## config.mk

```make
export PLATFORM = sky130hd
export DESIGN_NAME = sensor_serializer
export DESIGN_NICKNAME = d
export VERILOG_FILES = /design/src/rtl/i_tree_pkg.sv /design/src/rtl/sensor_serializer.sv
export SDC_FILE = /design/constraint.sdc
export NUM_CORES = 1
export LEC_CHECK = 0
export CAP_MARGIN = 20
export CORE_MARGIN = 2
export CORE_UTILIZATION = 48
export CTS_BUF_LIST = sky130_fd_sc_hd__clkbuf_8
export DETAILED_ROUTE_END_ITERATION = 6
export PLACE_DENSITY = 0.83
export SLEW_MARGIN = 10
export SYNTH_ARGS = -nofsm -noshare
export SYNTH_HDL_FRONTEND = slang
export SYNTH_SLANG_ARGS = --single-unit
```

## constraint.sdc

```tcl
create_clock -name clk -period 2 [get_ports clk]
set_input_delay 0.5 -clock clk [delete_from_list [all_inputs] [get_ports clk]]
set_output_delay 0.5 -clock clk [all_outputs]
set_load 0.03 [all_outputs]
```

## src/rtl/i_tree_pkg.sv

```systemverilog
// rtl/i_tree_pkg.sv - shared i_tree serial-link defaults
// Purpose: single source for the serial word width and fill word used by both
//          the InputBuffer deframer and the sensor_serializer source.
// Ports:   none (package).
package i_tree_pkg;

  localparam int DEFAULT_DATA_WIDTH = 8;
  localparam logic [DEFAULT_DATA_WIDTH-1:0] DEFAULT_IDLE_WORD = 8'h00;
  localparam int DEFAULT_CNT_WIDTH = 16;

  // Width of a bit-phase counter able to index 0..width-1.
  function automatic int idx_width(input int width);
    return (width > 1) ? $clog2(width) : 1;
  endfunction

endpackage

```

## src/rtl/sensor_serializer.sv

```systemverilog
// rtl/sensor_serializer.sv - parallel sample to MSB-first serial stream source
// Purpose: accepts samples over valid/ready into a one-entry hold buffer and
//          shifts each word out MSB-first, one bit per clock, on a continuous,
//          reset-aligned stream; a fill word is sent when no sample is ready.
// Ports:
//   clk            in   single rising-edge clock
//   reset          in   synchronous, active-high
//   sample_data    in   DATA_WIDTH parallel sample
//   sample_valid   in   sample_data is valid
//   sample_ready   out  hold buffer empty; transfer on valid && ready
//   sensor_data    out  serial bit (MSB of the shift register)
//   word_start     out  high while the MSB of a word is on sensor_data
//   underrun       out  one-cycle pulse when the fill word was loaded
//   underrun_count out  saturating count of underruns
module sensor_serializer
  import i_tree_pkg::*;
#(
  parameter int DATA_WIDTH = DEFAULT_DATA_WIDTH,
  parameter logic [DATA_WIDTH-1:0] IDLE_WORD = DATA_WIDTH'(DEFAULT_IDLE_WORD),
  parameter int CNT_WIDTH = DEFAULT_CNT_WIDTH
) (
  input  logic                  clk,
  input  logic                  reset,
  input  logic [DATA_WIDTH-1:0] sample_data,
  input  logic                  sample_valid,
  output logic                  sample_ready,
  output logic                  sensor_data,
  output logic                  word_start,
  output logic                  underrun,
  output logic [CNT_WIDTH-1:0]  underrun_count
);

  localparam int IDX_W = idx_width(DATA_WIDTH);
  localparam logic [IDX_W-1:0] LAST_IDX = IDX_W'(DATA_WIDTH - 1);

  logic [DATA_WIDTH-1:0] shreg;
  logic [DATA_WIDTH-1:0] hold_data;
  logic [IDX_W-1:0]      bit_idx;
  logic                  hold_full;
  logic                  underrun_q;
  logic [CNT_WIDTH-1:0]  cnt;

  logic load_edge;
  logic accept;

  assign load_edge = (bit_idx == LAST_IDX);
  // Ready comes straight from the hold flop, so it never depends on valid.
  assign accept    = sample_valid && !hold_full;

  always_ff @(posedge clk) begin
    if (reset) begin
      shreg      <= IDLE_WORD;
      hold_data  <= '0;
      bit_idx    <= '0;
      hold_full  <= 1'b0;
      underrun_q <= 1'b0;
      cnt        <= '0;
    end else begin
      underrun_q <= 1'b0;

      if (load_edge) begin
        bit_idx <= '0;
        if (hold_full) begin
          shreg <= hold_data;
        end else begin
          // A sample arriving on this same edge lands in hold, not here:
          // there is deliberately no bypass into the shift register.
          shreg      <= IDLE_WORD;
          underrun_q <= 1'b1;
          if (cnt != '1) begin
            cnt <= cnt + CNT_WIDTH'(1);
          end
        end
      end else begin
        shreg   <= shreg << 1;
        bit_idx <= bit_idx + IDX_W'(1);
      end

      // Load-with-hold-full and accept are exclusive since ready is low then.
      if (load_edge && hold_full) begin
        hold_full <= 1'b0;
      end else if (accept) begin
        hold_data <= sample_data;
        hold_full <= 1'b1;
      end
    end
  end

  assign sensor_data    = shreg[DATA_WIDTH-1];
  assign word_start     = (bit_idx == '0);
  assign sample_ready   = !hold_full;
  assign underrun       = underrun_q;
  assign underrun_count = cnt;

endmodule

```

==> results of run 1 <==
## critical path: cells and delay by family, from the launching register on
| family | cells | cell delay, ns |
|---|---|---|
| and+or+nand+nor | 3 | 0.87 |
| adders and majority gates | 2 | 0.30 |
| DFF | 1 | 0.35 |
| muxes | 1 | 0.32 |
## per-layer routing
layer	global-route usage [%]	wire [um]
met5	0	0
met4	11.7	83
met3	3.78	103
met2	30.4	1620
met1	24.1	1630
## registers in the layout, summed over array words and instances (netlist names)
name and flops:
bit_idx 3, hold_data 8, hold_full 1, shreg 8, underrun 1, underrun_count 16
## worst paths after layout
path	startpoint	to	slack (ns)
max reg2reg	bit_idx[1]$_SDFF_PP0_	underrun_count[15]$_SDFFE_PP0P_	0.05
min	bit_idx[0]$_SDFF_PP0_	bit_idx[0]$_SDFF_PP0_	0.45
min reg2reg	bit_idx[0]$_SDFF_PP0_	bit_idx[0]$_SDFF_PP0_	0.45
max	bit_idx[1]$_SDFF_PP0_	underrun_count[15]$_SDFFE_PP0P_	0.05
## power by group
part	internal [mW]	switching (mW)	leakage, nW
Clock	0.311	0.255	0.0542
Combinational	0.0532	0.0561	0.430
Sequential	0.754	0.0110	0.304
## layout make-up
cell class / instances / area (um2) / share of cell area [%]
Sequential cell: 37 / 752 / 34.4
Clock inverter: 1 / 5.00 / 0.229
Clock buffer: 7 / 96.3 / 4.41
Tap cell: 46 / 57.6 / 2.63
Inverter: 5 / 18.8 / 0.858
Multi-Input combinational cell: 135 / 882 / 40.3
Timing Repair Buffer: 40 / 375 / 17.2
## cells in the mapped netlist (5+ instances only)
master    count
inv_1         5
dfxtp_1      37
nand3_1      11
nand2_1      21
a21oi_1      23
nor3_1        7
o21ai_0       6
nand2b_1      8
nor2_1       11
nor2b_1       5
clkbuf_1      7
## what timing repair did
item | in CTS | in global routing
hold buffers | 0 | 0
endpoints found under the setup margin | 2 | 3
gates resized for setup | 2 | 4
pin swaps | 0 | 0
## cell families (layout without fill, tap and decap cells)
logic type               after synthesis  after routing  synth area share [%]
buffers and inverters                 16             53                  4.04
AO/OA/AOI/OAI                         35             35                  12.3
multiplexers                           5              5                  3.35
AND/OR/NAND/NOR                       90             90                  31.7
adder cells (fa/ha/maj)                4              4                  3.05
flip-flops                            37             37                  45.1
XOR/XNOR                               1              1                 0.533
## metrics by stage
stage / instances / setup WS, ns / power [mW] / setup TNS (ns) / hold slack, ns
6_report: 271 / 0.0491 / 1.44 / 0 / 0.445
5_1_grt: 271 / -0.00935 / 1.51 / -0.00935 / 0.462
4_1_cts: 271 / 0.0319 / 1.45 / 0 / 0.453
3_5_place_dp: 263 / 0.0519 / 0.895 / 0 / 0.444
3_3_place_gp: 263 / 0.0953 / 0.894 / 0 / 0.436
2_1_floorplan: 188 / 0.00128 / 0.842 / 0 / 0.430
==> qor.yml, run 1 <==
cp_data_required_time_ns: 2.18
dpl-instance-area_mm2: 0.00207
initial_core_utilization_pct: 49.6
synthDominantAreaCellType: "dfxtp_1"
detail_route.first_pass.iterations: 4
floorplan.die.width_um: 62.5
globalRoute.totalOverflow: 0
nets: 239
synth.top_cells.by_area: "dfxtp_1, a21oi_1, nand2_1"
worstHoldPathType: "register to register"
numCtsBuffers: 5
fill_cells: 284
drive_gt1_share_pct: 19.1
total_leakage_power_nw: 0.788
cts_max_path_buffers: 2
layout_commonest_cell: "dfxtp_1"
worst_setup_path_start_kind: "register"
maximum_single_stage_delay_on_the_critical_path_ns: 0.48
clock_skew_ns: 0.00667
clkLatencyLatePin_ns: 0.29
final_core_utilization_pct: 66.1
commonest_register_cell_after_synthesis: "dfxtp_1"
flow.area_growth_from_synthesis_pct: 33.1
portBuffers: 30
finalHoldViolations: 0
grt_pass1_vias: 1332
worstHoldPathCells: 1
post_synth.cell_area_avg_um2: 8.74
grt_max_degree: 20
critical_path.max_fanout: 9
aggregate_global_route_resource_usage_pct: 19.2
synth-async-reset-ratio_pct: 0
cts_setup_buffers: 0
drc: 0
maxSlewViolCount: 0
detailedPlacementHpwl_um: 2380
finish.instance_area_mm2: 0.00219
clockRootBuffer: "clkbuf_8"
depth_of_the_most_critical_reg_to_reg_path: 6
final_min_period_over_clock_period_pct: 97.5
crit_path_top_delay_cell: "or4_4"
finalWorstPathRequiredPeriod_ns: 1.95
synth_cells: 188
sequential_area_share_after_synthesis_pct: 45.1
worst_slew_pin_slew_ns: 0.515
path_cells: "ha_4 -> ha_4 -> nand2b_4 -> or4_4 -> nor4b_4 -> mux2_4"
ios: 31
floorplan.rows: 21
route.detailed.vias_per_inst: 5.33
netlist_area_mm2: 0.00164
floorplan.die.height_um: 62.5
max_cap_violations: 0
antenna_found_initial: 0
peak_freq_ghz: 0.513
drt_first_iter_violations: 59
ys_warn_count: 0
setup_repair_after_global_routing_missed_its_margin: "yes"
n_antenna_cell: 0
gpl.final_weighted_congestion: 0.835
cts.sinks: 37
maxSlewHeadroom_pct: 65.6
totalWireLength_um: 3440
power.ir.vdd_worst_mv: 0.360
cp.arrival_ns: 2.13
crit_top_cell: "ha_4"
die-area_mm2: 0.00391
dr_vias: 1445
status: "complete, no violations"
timing.setup.critical_path_class: "register to register"
synth_cell_type_count: 43
grt_first_pass_wirelength_um: 5970
syn_nets: 203
cts.reportedPaths.clkPinSlew_ns: 0.07
timing.final.setup_violations: 0
drt.antenna.violating_nets: 0
leading_cell_types_in_the_layout_fill_and_taps_excluded: "dfxtp_1, clkdlybuf4s50_1, a21oi_1, nand2_1"
synth-seq-cells: 37
cts.htree.levels: 2
synth_top_area_share_pct: 45.1
cellPowerDensity_mw_per_mm2: 659
avg_wl_per_cell_um: 12.7
core_area_mm2: 0.00331
tritoncts: "built"
synth_enable_flop_cells: 0
critical_path.endpoint_type: "register"
No activity file was read; power rests on OpenSTA's default activity.
==> inputs of run 2 (changes only) <==
Settings changed: CTS_BUF_LIST sky130_fd_sc_hd__clkbuf_8 to sky130_fd_sc_hd__clkbuf_4 sky130_fd_sc_hd__clkbuf_8, MAX_ROUTING_LAYER from default to met4.
==> qor.yml, run 2 (same netlist as run 1, synthesis figures left out) <==
tritoncts: "built"
timing.setup.critical_path_class: "register to register"
combinationalPowerShare_pct: 8.2  # +0.6 points
numCtsBuffers: 5  # unchanged
gpl.final_weighted_congestion: 0.847  # +1.5%
maxSlewViolCount: 0  # unchanged
p_sw_share_pct: 23.6  # +1.2 points
dr_vias: 1453  # +0.55%
cts.htree.levels: 2  # unchanged
clockRootBuffer: "clkbuf_4"
grt_first_pass_wirelength_um: 5820  # -2.5%
crit_top_cell: "ha_4"
peak_freq_ghz: 0.512  # about the same
dpl-instance-area_mm2: 0.00207  # unchanged
worst_setup_path_start_kind: "register"
floorplan.rows: 21  # unchanged
report.power.total_mw: 1.32  # -8.3%
cp_data_required_time_ns: 2.25  # +0.07 ns
critical_path.max_fanout: 9  # unchanged
finalHoldViolations: 0  # unchanged
timing.final.setup_violations: 0  # unchanged
drive_gt1_share_pct: 19.1  # unchanged
drc: 0  # unchanged
netsw_mw: 0.311  # -3.5%
leading_cell_types_in_the_layout_fill_and_taps_excluded: "dfxtp_1, a21oi_1, nand2_1, clkdlybuf4s50_1"
cts_max_path_buffers: 2  # unchanged
maximum_single_stage_delay_on_the_critical_path_ns: 0.48  # about the same
cellInternalPower_mw: 1.01  # -9.7%
grt_pass1_vias: 1255  # -5.8%
route.detailed.vias_per_inst: 5.36  # +0.55%
post_cts.resized_instances: 6  # +4
portBuffers: 30  # unchanged
drt.antenna.violating_nets: 0  # unchanged
ios: 31  # unchanged
layout_commonest_cell: "dfxtp_1"
cts.sinks: 37  # unchanged
largest_register_ff_count: 16  # unchanged
flow.area_growth_from_synthesis_pct: 30.7
n_antenna_cell: 0  # unchanged
cts.reportedPaths.clkPinSlew_ns: 0.11  # +0.04 ns
fin_hold_ws_ns: 0.456  # +0.0106 ns
cp.arrival_ns: 2.20  # +0.07 ns
cellPowerDensity_mw_per_mm2: 615  # -6.6%
globalRoute.totalOverflow: 0  # unchanged
finalWorstPathRequiredPeriod_ns: 1.95  # +0.00117 ns
nets: 239  # unchanged
grt_max_degree: 20  # unchanged
setup_repair_after_global_routing_missed_its_margin: "yes"
path_cells: "ha_4 -> ha_4 -> nand2b_4 -> or4_4 -> nor4b_4 -> mux2_4"
p_clk_share_pct: 33.9  # -5.4 points
avg_wl_per_cell_um: 12.5  # -1.3%
power.ir.vdd_worst_mv: 0.363  # +0.83%
clkLatencyLatePin_ns: 0.34  # +0.05 ns
worstHoldPathType: "register to register"
detailedPlacementHpwl_um: 2380  # unchanged
cts_setup_buffers: 0  # unchanged
detail_route.first_pass.iterations: 4  # unchanged
die-area_mm2: 0.00391  # unchanged
antenna_found_initial: 0  # unchanged
clock_skew_ns: 0.00828  # +0.00161 ns
layoutNonFillerInstCount: 271  # unchanged
aggregate_global_route_resource_usage_pct: 19.2  # about the same
worst_slew_pin_slew_ns: 0.513  # -0.00144 ns
floorplan.die.height_um: 62.5  # unchanged
status: "complete, no violations"
drt_first_iter_violations: 63  # +6.8%
floorplan.die.width_um: 62.5  # unchanged
maxSlewHeadroom_pct: 65.7  # +0.096 points
critical_path.endpoint_type: "register"
hold_buffers: 0  # unchanged
finish.instance_area_mm2: 0.00215  # -1.8%
sequential_group_share_of_total_power_pct: 58.0  # +4.9 points
placed_cells: 263  # unchanged
initial_core_utilization_pct: 49.6  # unchanged
total_leakage_power_nw: 0.849  # +7.8%
totalWireLength_um: 3400  # -1.3%
final_min_period_over_clock_period_pct: 97.6  # about the same
crit_path_top_delay_cell: "or4_4"
max_cap_violations: 0  # unchanged
setup_tns_ns: 0  # unchanged
core_area_mm2: 0.00331  # unchanged
run 2: routing by layer:
| metal | global-route usage, % | wire, um | vias up |
|---|---|---|---|
| met5 | - | 0 | - |
| met4 | 10.3 | 61 | 0 |
| met3 | 3.96 | 99 | 7 |
| met2 | 28.0 | 1610 | 35 |
| met1 | 25.1 | 1630 | 676 |
| li1 | - | - | 735 |
run 2: power by group through the flow:
| stage | combinational, mW | clock, mW | sequential [mW] |
|---|---|---|---|
| finish | 0.108 | 0.447 | 0.766 |
| global route | 0.121 | 0.496 | 0.769 |
| global placement | 0.112 | 0 | 0.782 |
| floorplan | 0.0610 | 0 | 0.781 |
| CTS | 0.110 | 0.456 | 0.766 |
| detailed placement | 0.113 | 0 | 0.782 |
run 2: per-stage QoR:
step / utilization, % / setup WS (ns)
after CTS: 64.6 / 0.0243
after global placement: 62.7 / 0.0953
after detailed placement: 62.7 / 0.0519
after floorplan: - / 0.00128
after global routing: 64.9 / -0.0140
final: 64.9 / 0.0480
run 2: worst paths after layout:
check	from	to	depth (start not counted)	slack [ns]
max	bit_idx[0]$_SDFF_PP0_	underrun_count[15]$_SDFFE_PP0P_	6	0.05
min	hold_data[0]$_SDFFE_PP0P_	hold_data[0]$_SDFFE_PP0P_	2	0.46
max reg2reg	bit_idx[0]$_SDFF_PP0_	underrun_count[15]$_SDFFE_PP0P_	6	0.05
min reg2reg	hold_data[0]$_SDFFE_PP0P_	hold_data[0]$_SDFFE_PP0P_	2	0.46
run 2: worst max-delay path, delay by kind of cell (launching register included):
kind | cells | cell delay, ns
muxes | 1 | 0.32
and+or+nand+nor | 3 | 0.86
adders and majority gates | 2 | 0.29
DFF | 1 | 0.37
run 2: final cells by class:
cell class	count	area, um2
inverters	5	18.8
multi-input cells	135	877
repair buffers	40	374
clock buffers	7	65.1
fillers	289	1160
well taps	46	57.6
flip-flops and latches	37	749
clock inverters	1	5.00
